$ cat config.mk
export PLATFORM = sky130hd
export DESIGN_NAME = ifetch
export DESIGN_NICKNAME = d
export VERILOG_FILES = /design/src/rtl/ifetch.sv
export SDC_FILE = /design/constraint.sdc
export NUM_CORES = 1
export LEC_CHECK = 0
export ABC_AREA = 1
export BUFFER_PORTS_ARGS = -buffer_cell sky130_fd_sc_hd__buf_4
export CAP_MARGIN = 15
export CELL_PAD_IN_SITES_DETAIL_PLACEMENT = 0
export CELL_PAD_IN_SITES_GLOBAL_PLACEMENT = 1
export CORE_ASPECT_RATIO = 1.25
export CORE_UTILIZATION = 38
export CTS_CLUSTER_DIAMETER = 120
export DETAILED_ROUTE_END_ITERATION = 10
export GPL_ROUTABILITY_DRIVEN = 0
export PLACE_DENSITY_LB_ADDON = 0.1
export SLEW_MARGIN = 20
export SYNTH_ARGS = -nofsm -noshare
export SYNTH_HDL_FRONTEND = slang
export SYNTH_SLANG_ARGS = --single-unit
$ cat constraint.sdc
create_clock -name i_clock -period 4.5 [get_ports i_clock]
set_clock_uncertainty 0.1 [all_clocks]
set_input_delay 0.225 -clock i_clock [delete_from_list [all_inputs] [get_ports i_clock]]
set_output_delay 0.225 -clock i_clock [all_outputs]
set_load 0.05 [all_outputs]
$ cat src/rtl/ifetch.sv
// ---------------------------------------------------------------------------
// ifetch -- RV32I instruction fetch unit.
//
// Owns the program counter, issues word-aligned read requests to instruction
// memory, buffers returned words tagged with their PC, and hands them to
// decode over a valid/ready handshake. A redirect from execute flushes the
// buffer, restarts fetch at the new PC and drops every response still owed
// for requests granted at or before the redirect cycle.
//
// Ports
//   i_clock, i_reset_n           clock (rising edge), async active-low reset
//   o_imem_req / o_imem_addr     fetch request and word-aligned address
//   i_imem_gnt                   request accepted this cycle
//   i_imem_rvalid / i_imem_rdata in-order response, >=1 cycle after grant
//   i_redirect / i_redirect_pc   flush and restart at new PC (bits [1:0] forced 0)
//   o_valid / i_ready            decode handshake
//   o_instruction / o_pc         FIFO head (NOP / 0 when empty)
// ---------------------------------------------------------------------------

// ---------------------------------------------------------------------------
// ifetch_fifo -- {pc, instruction} buffer, DEPTH a power of two.
//   i_flush clears the buffer and wins over a same-cycle push/pop.
//   o_cnt is exposed so the fetch side can bound outstanding requests.
// ---------------------------------------------------------------------------
module ifetch_fifo #(
  parameter int unsigned W     = 64,
  parameter int unsigned DEPTH = 2
) (
  input  logic                       i_clock,
  input  logic                       i_reset_n,
  input  logic                       i_flush,
  input  logic                       i_push,
  input  logic [W-1:0]               i_wdata,
  input  logic                       i_pop,
  output logic [W-1:0]               o_rdata,
  output logic [$clog2(DEPTH):0]     o_cnt
);
  localparam int unsigned PW = $clog2(DEPTH);
  localparam int unsigned CW = PW + 1;

  logic [DEPTH-1:0][W-1:0] mem_q;
  logic [PW-1:0]           rd_q, rd_d, wr_q, wr_d;
  logic [CW-1:0]           cnt_q, cnt_d;

  always_comb begin
    rd_d  = rd_q;
    wr_d  = wr_q;
    cnt_d = cnt_q;
    if (i_flush) begin
      rd_d  = '0;
      wr_d  = '0;
      cnt_d = '0;
    end else begin
      // pointers wrap naturally since DEPTH is a power of two
      if (i_push) wr_d = wr_q + PW'(1);
      if (i_pop)  rd_d = rd_q + PW'(1);
      cnt_d = cnt_q + CW'(i_push) - CW'(i_pop);
    end
  end

  always_ff @(posedge i_clock or negedge i_reset_n) begin
    if (!i_reset_n) begin
      rd_q  <= '0;
      wr_q  <= '0;
      cnt_q <= '0;
    end else begin
      rd_q  <= rd_d;
      wr_q  <= wr_d;
      cnt_q <= cnt_d;
    end
  end

  // storage needs no reset: contents are only visible while cnt_q != 0
  always_ff @(posedge i_clock) begin
    if (i_push && !i_flush) mem_q[wr_q] <= i_wdata;
  end

  assign o_rdata = mem_q[rd_q];
  assign o_cnt   = cnt_q;
endmodule

module ifetch #(
  parameter int unsigned        NB_WORD    = 32,
  parameter int unsigned        NB_ADDR    = 32,
  parameter logic [NB_ADDR-1:0] RESET_PC   = 32'h0000_0000,
  parameter int unsigned        FIFO_DEPTH = 2
) (
  input  logic               i_clock,
  input  logic               i_reset_n,
  output logic               o_imem_req,
  output logic [NB_ADDR-1:0] o_imem_addr,
  input  logic               i_imem_gnt,
  input  logic               i_imem_rvalid,
  input  logic [NB_WORD-1:0] i_imem_rdata,
  input  logic               i_redirect,
  input  logic [NB_ADDR-1:0] i_redirect_pc,
  output logic               o_valid,
  input  logic               i_ready,
  output logic [NB_WORD-1:0] o_instruction,
  output logic [NB_ADDR-1:0] o_pc
);
  localparam int unsigned PW = $clog2(FIFO_DEPTH);
  localparam int unsigned CW = PW + 1;   // 0..FIFO_DEPTH
  localparam int unsigned DW = PW + 2;   // 0..2*FIFO_DEPTH
  localparam logic [CW:0]        OCC_MAX  = (CW+1)'(FIFO_DEPTH);
  localparam logic [NB_WORD-1:0] NOP      = NB_WORD'(32'h0000_0013);
  localparam logic [NB_ADDR-1:0] PC_STEP  = NB_ADDR'(4);
  localparam logic [NB_ADDR-1:0] RST_PC_A = {RESET_PC[NB_ADDR-1:2], 2'b00};

  typedef struct packed {
    logic [NB_ADDR-1:0] pc;
    logic [NB_WORD-1:0] insn;
  } entry_t;

  logic [NB_ADDR-1:0] fetch_pc_q, fetch_pc_d;
  logic [NB_ADDR-1:0] resp_pc_q, resp_pc_d;
  logic [CW-1:0]      live_q, live_d;
  logic [DW-1:0]      disc_q, disc_d;
  // low in reset, set on the first edge after release; keeps o_imem_req a
  // function of registered state while still holding it low during reset
  logic               run_q;

  logic [CW-1:0]      fifo_cnt;
  entry_t             head, wentry;
  logic [CW:0]        occ;
  logic               gnt, drop, take, push, pop;
  logic [NB_ADDR-1:0] redir_pc;

  assign redir_pc = {i_redirect_pc[NB_ADDR-1:2], 2'b00};

  // Live requests plus buffered entries never exceed the FIFO, so a granted
  // request always has a slot waiting for its response.
  assign occ        = {1'b0, live_q} + {1'b0, fifo_cnt};
  assign o_imem_req = run_q & (disc_q == '0) & (occ < OCC_MAX);
  assign o_imem_addr = fetch_pc_q;

  assign gnt  = o_imem_req & i_imem_gnt;
  assign drop = i_imem_rvalid & (disc_q != '0);
  assign take = i_imem_rvalid & (disc_q == '0);
  // a response landing in the redirect cycle belongs to the old stream
  assign push = take & ~i_redirect;
  assign pop  = o_valid & i_ready;

  always_comb begin
    fetch_pc_d = fetch_pc_q;
    resp_pc_d  = resp_pc_q;
    live_d     = live_q;
    disc_d     = disc_q;
    if (i_redirect) begin
      fetch_pc_d = redir_pc;
      resp_pc_d  = redir_pc;
      // everything still owed (including this cycle's grant) becomes discard,
      // minus the response consumed this cycle, whichever counter it came from
      disc_d     = disc_q + DW'(live_q) + DW'(gnt) - DW'(i_imem_rvalid);
      live_d     = '0;
    end else begin
      if (gnt)  fetch_pc_d = fetch_pc_q + PC_STEP;
      if (push) resp_pc_d  = resp_pc_q + PC_STEP;
      if (drop) disc_d     = disc_q - DW'(1);
      live_d = live_q + CW'(gnt) - CW'(take);
    end
  end

  always_ff @(posedge i_clock or negedge i_reset_n) begin
    if (!i_reset_n) begin
      fetch_pc_q <= RST_PC_A;
      resp_pc_q  <= RST_PC_A;
      live_q     <= '0;
      disc_q     <= '0;
      run_q      <= 1'b0;
    end else begin
      fetch_pc_q <= fetch_pc_d;
      resp_pc_q  <= resp_pc_d;
      live_q     <= live_d;
      disc_q     <= disc_d;
      run_q      <= 1'b1;
    end
  end

  assign wentry.pc   = resp_pc_q;
  assign wentry.insn = i_imem_rdata;

  ifetch_fifo #(
    .W     ($bits(entry_t)),
    .DEPTH (FIFO_DEPTH)
  ) u_fifo (
    .i_clock   (i_clock),
    .i_reset_n (i_reset_n),
    .i_flush   (i_redirect),
    .i_push    (push),
    .i_wdata   (wentry),
    .i_pop     (pop),
    .o_rdata   (head),
    .o_cnt     (fifo_cnt)
  );

  assign o_valid       = (fifo_cnt != '0) & ~i_redirect;
  assign o_instruction = (fifo_cnt != '0) ? head.insn : NOP;
  assign o_pc          = (fifo_cnt != '0) ? head.pc   : '0;
endmodule
# Yosys cells after proc, flatten, opt, wreduce, memory -nomap -nowiden
# Index checks and enable logic that the tools add are counted.
# op_classes
bitwise_logic,9
mux,19
reduce_logical,10
addsub,13
order_cmp,4
# ops
cell,count
2-to-1 mux 32 bit,6
2-to-1 mux 64 bit,3
bitwise mux 128 bit,1
"adder 32 x 3 -> 32 bit, second input constant",2
demux 64 bit (select 1 bit),1
nonzero test 2 bit,5
AND 1 bit,8
2-to-1 mux 3 bit,2
adder 2 x 1 -> 2 bit,2
"< comparator 1 x 2 -> 1 bit, second input constant",2
2-to-1 mux 1 bit,4
2-to-1 mux 2 bit,2
subtractor 2 x 1 -> 2 bit,2
adder 2 x 2 -> 3 bit,1
adder 3 x 1 -> 3 bit,1
adder 3 x 2 -> 3 bit,1
zero test 3 bit,1
"< comparator 3 x 2 -> 1 bit, second input constant",1
nonzero test 3 bit,1
subtractor 3 x 1 -> 3 bit,1
"subtractor 3 x 1 -> 3 bit, second input constant",1
"adder 1 bit, second input constant",2
logical AND 1 bit,2
">= comparator 1 bit, second input constant",1
other kinds (2),2
# word_totals
register_bits,202
wordCells,65
output_inout_bits,98

# Longest topological paths before layout
# depth
ltp_word,7
depth_mapped,12
ltp_nobuf,12

# Hierarchy
# From an unflattened synthesis, not the netlist that was laid out.
# unflattened
cells_unflattened,1073
hier_area_um2,10319.9
# by_module_without_submodules
mod,seq_area_each_um2,instances,cells_each,area_each_um2
ifetch,1651.6,1,847,5333.9
ifetch_fifo,3943.8,1,226,4986.0

# Worst setup path after synthesis
# OpenSTA, ideal clock, no wires.
# synth_path
path_type,register to register
start,reg disc_q[0]
end,"reg u_fifo.mem_q[0] (netlist name), enable pin"
stages_incl_launch_ff,7
period_less_slack_ns,4.427
slack_ns,0.073
n_path_buf,0
arrival_time_ns,3.844
setup_time_ns,0.484
cell_sequence,dfrtp_1 > inv_1 > ha_1 > nand3_2 > nor2_1 > clkinv_1 > nor2_1
# synth_via
elab_chain_cells,4
# synth_lines
element,line,source
from (decl),118,"logic [DW-1:0] disc_q, disc_d;"
from (signal assigned),175,disc_q <= disc_d;
zero test 3 bit,139,assign take = i_imem_rvalid & (disc_q == '0);
AND 1 bit,139,
AND 1 bit,141,assign push = take & ~i_redirect;
logical AND 1 bit,75,if (i_push && !i_flush) mem_q[wr_q] <= i_wdata;
"to (signal, indexed assignment)",75,
to (decl),41,logic [DEPTH-1:0][W-1:0] mem_q;
# Every way passes these cells.
# A chain may end at the register's enable or synchronous reset.

# Worst setup path in the final report
# layout_path
start,reg disc_q[0]
end,"reg u_fifo.mem_q[77] (netlist name), enable pin"
# Same word-level chain as after synthesis.

==> flow_metrics.env <==
export IMPL_outcome="complete, no violations"
export IMPL_nets=1367
export IMPL_core_area_sq_mm=0.02450
export IMPL_grt_pass1_wl_microns=40370
export IMPL_cts_root_buf="clkbuf_16"
export IMPL_combPwrFrac=0.319
export IMPL_ys_ff_latch=194
export IMPL_drt_wl_total_microns=26090
export IMPL_synth_top_family_by_area="simple AND/OR/NAND/NOR gates"
export IMPL_n_antenna_cell=0
export IMPL_drt_antenna_violating_nets=0
export IMPL_io_pins=168
export IMPL_wl_per_cell_microns=16.04
export IMPL_io_buffers=161
export IMPL_htreeDepth=4
export IMPL_period_needed_ns=3.191
export IMPL_die_area_sq_mm=0.02563
export IMPL_post_synth_top_area_cell="edfxtp_1"
export IMPL_relSlewSlack=0.3786
export IMPL_initial_utilization=0.3876
export IMPL_drc_errors=0
export IMPL_ys_seq_area_frac=0.5765
export IMPL_clk_pin_slew_worst_paths_ns=0.07
export IMPL_avgSynthCellArea_sq_um=8.860
export IMPL_cts_resized=0
export IMPL_synthAdderAreaFrac=0.01950
export IMPL_netlist_area_sq_mm=0.009498
export IMPL_final_area_sq_mm=0.01220
export IMPL_setup_viol=0
export IMPL_max_vdd_ir_drop_mv=0.2787
export IMPL_n_fill_cell=2390
export IMPL_maxSlewViolCount=0
export IMPL_grt_pass1_vias=7657
export IMPL_netlist_instances=1072
export IMPL_multi_input_area_sq_mm=0.003466
export IMPL_crit_path_start_kind="flop"
export IMPL_min_path_type="in2reg"
export IMPL_layout_drive_gt1_share=0.1712
export IMPL_drtIter0Drc=394
export IMPL_tns_ns=0
export IMPL_area_delta_synth_final_pct=28.46
export IMPL_firstDrtPassIters=7
export IMPL_register_area_sq_mm=0.005477
export IMPL_synth_xor_area_frac=0.01844
export IMPL_power_uw=5595
export IMPL_p_per_area_mw_per_mm2=458.6
export IMPL_period_share=0.7092
export IMPL_synth_area_leaders="edfxtp_1 (39%), dfrtp_1 (18%), nand2_1 (14%), a21oi_1 (4.1%), inv_1 (4.1%)"
export IMPL_cts_max_path_buffers=2
export IMPL_switching_share=0.3786
export IMPL_tightest_slew_ns=0.9311
export IMPL_rsz0062_at_grt="false"
export IMPL_vias_per_cell=4.817
export IMPL_track_usage=0.2115
export IMPL_clockPowerShare=0.266
export IMPL_ys_types=38
export IMPL_placed_area_sq_mm=0.01106
export IMPL_antenna_found_initial=0
export IMPL_postCtsHoldBufs=57
export IMPL_dp_hpwl_microns=18230
export IMPL_pre_cts_ws_ns=1.270
export IMPL_synthMuxAreaShare=0
export IMPL_required_ns=4.53
export IMPL_cts_tree="yes"
export IMPL_drv_cap=0
export IMPL_grt_max_degree=65
export IMPL_chipHeight_microns=178.8
export IMPL_crit_arrival_ns=3.22
export IMPL_insertion_delay_ns=0.44
export IMPL_fmax_mhz=313.3
export IMPL_leakage_uw=0.005239
export IMPL_overflow=0
export IMPL_die_w_microns=143.4
export IMPL_fin_ws_ns=1.309
export IMPL_power_net_switching_uw=2118
export IMPL_end_kind="flop"
export IMPL_crit_type="reg2reg"
export IMPL_synth_top_area_frac=0.3920
export IMPL_p_seq_frac=0.415
export IMPL_fp_row_count=64
export IMPL_yosysWarnings=0
export IMPL_worstPathMaxFanout=23
export IMPL_vias=7838
export IMPL_hold_violations=0
export IMPL_p_int_uw=3477
export IMPL_cts_buffers=17
export IMPL_synth_compound_area_frac=0.08365
export IMPL_post_cts_buffers=0
export IMPL_cts_sinks=194
export IMPL_synth_simple_gate_area_frac=0.2390
-- registers in the layout, indices dropped and copies added, names as in the netlist --
name,cells
u_fifo.mem_q,124
o_imem_addr,30
resp_pc_q,30
disc_q,3
live_q,2
u_fifo.o_cnt,2
run_q,1
u_fifo.rd_q,1
u_fifo.wr_q,1
-- critical path: stages (launching register included) --
cell	delay (ns)
dfrtp_1	0.37
inv_1	0.12
ha_1	0.24
nand3_2	0.19
nor2_1	0.13
buf_4	0.23
clkinv_1	0.40
nor2_4	0.71
buf_4	0.37
-- Yosys cell counts --
| library cell | number |
|---|---|
| conb_1 | 2 |
| a21oi_1 | 78 |
| nor3_4 | 1 |
| a31oi_2 | 1 |
| or2_2 | 1 |
| nand2_1 | 357 |
| buf_6 | 2 |
| nor3_1 | 9 |
| nand3_1 | 68 |
| o221ai_1 | 2 |
| nor2_4 | 3 |
| o21bai_1 | 2 |
| nand2_2 | 2 |
| ha_1 | 10 |
| and3_1 | 1 |
| xnor2_1 | 6 |
| o211ai_1 | 13 |
| nor2_2 | 3 |
| nor3_2 | 1 |
| o31ai_1 | 1 |
| nand3b_1 | 4 |
| nand3_2 | 2 |
| dfrtp_1 | 70 |
| buf_4 | 5 |
| buf_1 | 6 |
| nand2_4 | 1 |
| a31oi_1 | 3 |
| clkinv_1 | 1 |
| buf_2 | 7 |
| xor2_1 | 14 |
| nand4_1 | 6 |
| clkbuf_1 | 19 |
| fa_1 | 3 |
| inv_2 | 2 |
| o21ai_0 | 47 |
| nor2_1 | 91 |
| inv_1 | 104 |
| edfxtp_1 | 124 |
-- metrics by stage --
stage / hold WS [ns] / cells / utilization
floorplan: -0.1706 / 1075 / -
detailed placement: 0.1054 / 1538 / 0.4514
CTS: 0.006307 / 1627 / 0.4979
global placement: 0.1045 / 1538 / 0.4514
finish: 0.02457 / 1627 / 0.4979
global route: 0.03467 / 1627 / 0.4979
-- layer usage --
layer | global-route usage | vias up | share of wire
met5 | 0 | - | 0
met4 | 0.08865 | 0 | 0.028
met3 | 0.03072 | 37 | 0.044
met2 | 0.3706 | 202 | 0.49
met1 | 0.2588 | 3678 | 0.43
li1 | - | 3921 | -
-- power groups by stage --
stage	combinational [uW]	clock, uW	sequential [uW]
6_report	1790	1490	2320
5_1_grt	1960	1600	2350
4_1_cts	1810	1530	2320
3_5_place_dp	1760	0	2350
3_3_place_gp	1740	0	2350
2_1_floorplan	1100	0	2440
-- cells by family (layout without fill, tap and decap cells) --
kind of cell | after synthesis | after routing
and+or+nand+nor | 550 | 550
DFF | 194 | 194
AOI/OAI and AO/OA | 147 | 147
buffers and inverters | 146 | 368
xor gates and xnor gates | 20 | 20
adders and majority gates | 13 | 13
other | 2 | 5
-- placed cells by master, fill, tap and decap left out, types with 2 or more instances in the layout --
cell	synthesis	routed
nand2_1	357	357
o21bai_1	2	2
nor2_2	3	3
conb_1	2	5
clkinv_1	1	3
o211ai_1	13	13
clkinv_2	0	2
a31oi_1	3	3
nand2_2	2	2
clkbuf_16	0	17
inv_2	2	2
o221ai_1	2	2
nor2_4	3	6
dfrtp_1	70	69
nand3_1	68	68
bufinv_16	0	2
clkinvlp_4	0	5
nand3b_1	4	4
dlygate4sd3_1	0	57
o21ai_0	47	47
a21oi_1	78	78
nor3_1	9	9
inv_1	104	104
buf_4	5	171
nand4_1	6	6
nand3_2	2	2
xnor2_1	6	6
nor2_1	91	88
fa_1	3	3
xor2_1	14	14
edfxtp_1	124	124
ha_1	10	10
-- final cells by class --
cell class,count,area share
Timing Repair Buffer,229,0.1536
Multi-Input combinational cell,735,0.2841
Clock buffer,18,0.03518
Clock inverter,14,0.01149
Tap cell,330,0.03384
Inverter,107,0.03292
Sequential cell,194,0.4489
-- path summary, 6_finish.rpt --
kind / from / to / slack, ns / cells past startpoint
setup reg to reg: disc_q[0]$_DFFE_PN0P_ / u_fifo.mem_q[77]$_DFFE_PP_ / 1.31 / 8
hold reg to reg: resp_pc_q[2]$_DFFE_PN0N_ / u_fifo.mem_q[34]$_DFFE_PP_ / 0.43 / 0
max in group asynchronous: i_reset_n / o_imem_addr[4]$_DFFE_PN0N_ / 3.17 / 3
setup / recovery: disc_q[0]$_DFFE_PN0P_ / u_fifo.mem_q[77]$_DFFE_PP_ / 1.31 / 8
hold / removal: i_redirect_pc[29] / resp_pc_q[29]$_DFFE_PN0N_ / 0.02 / 3
min in group asynchronous: i_reset_n / resp_pc_q[20]$_DFFE_PN0N_ / 0.19 / 2
Power figures use the tool's default switching activity.
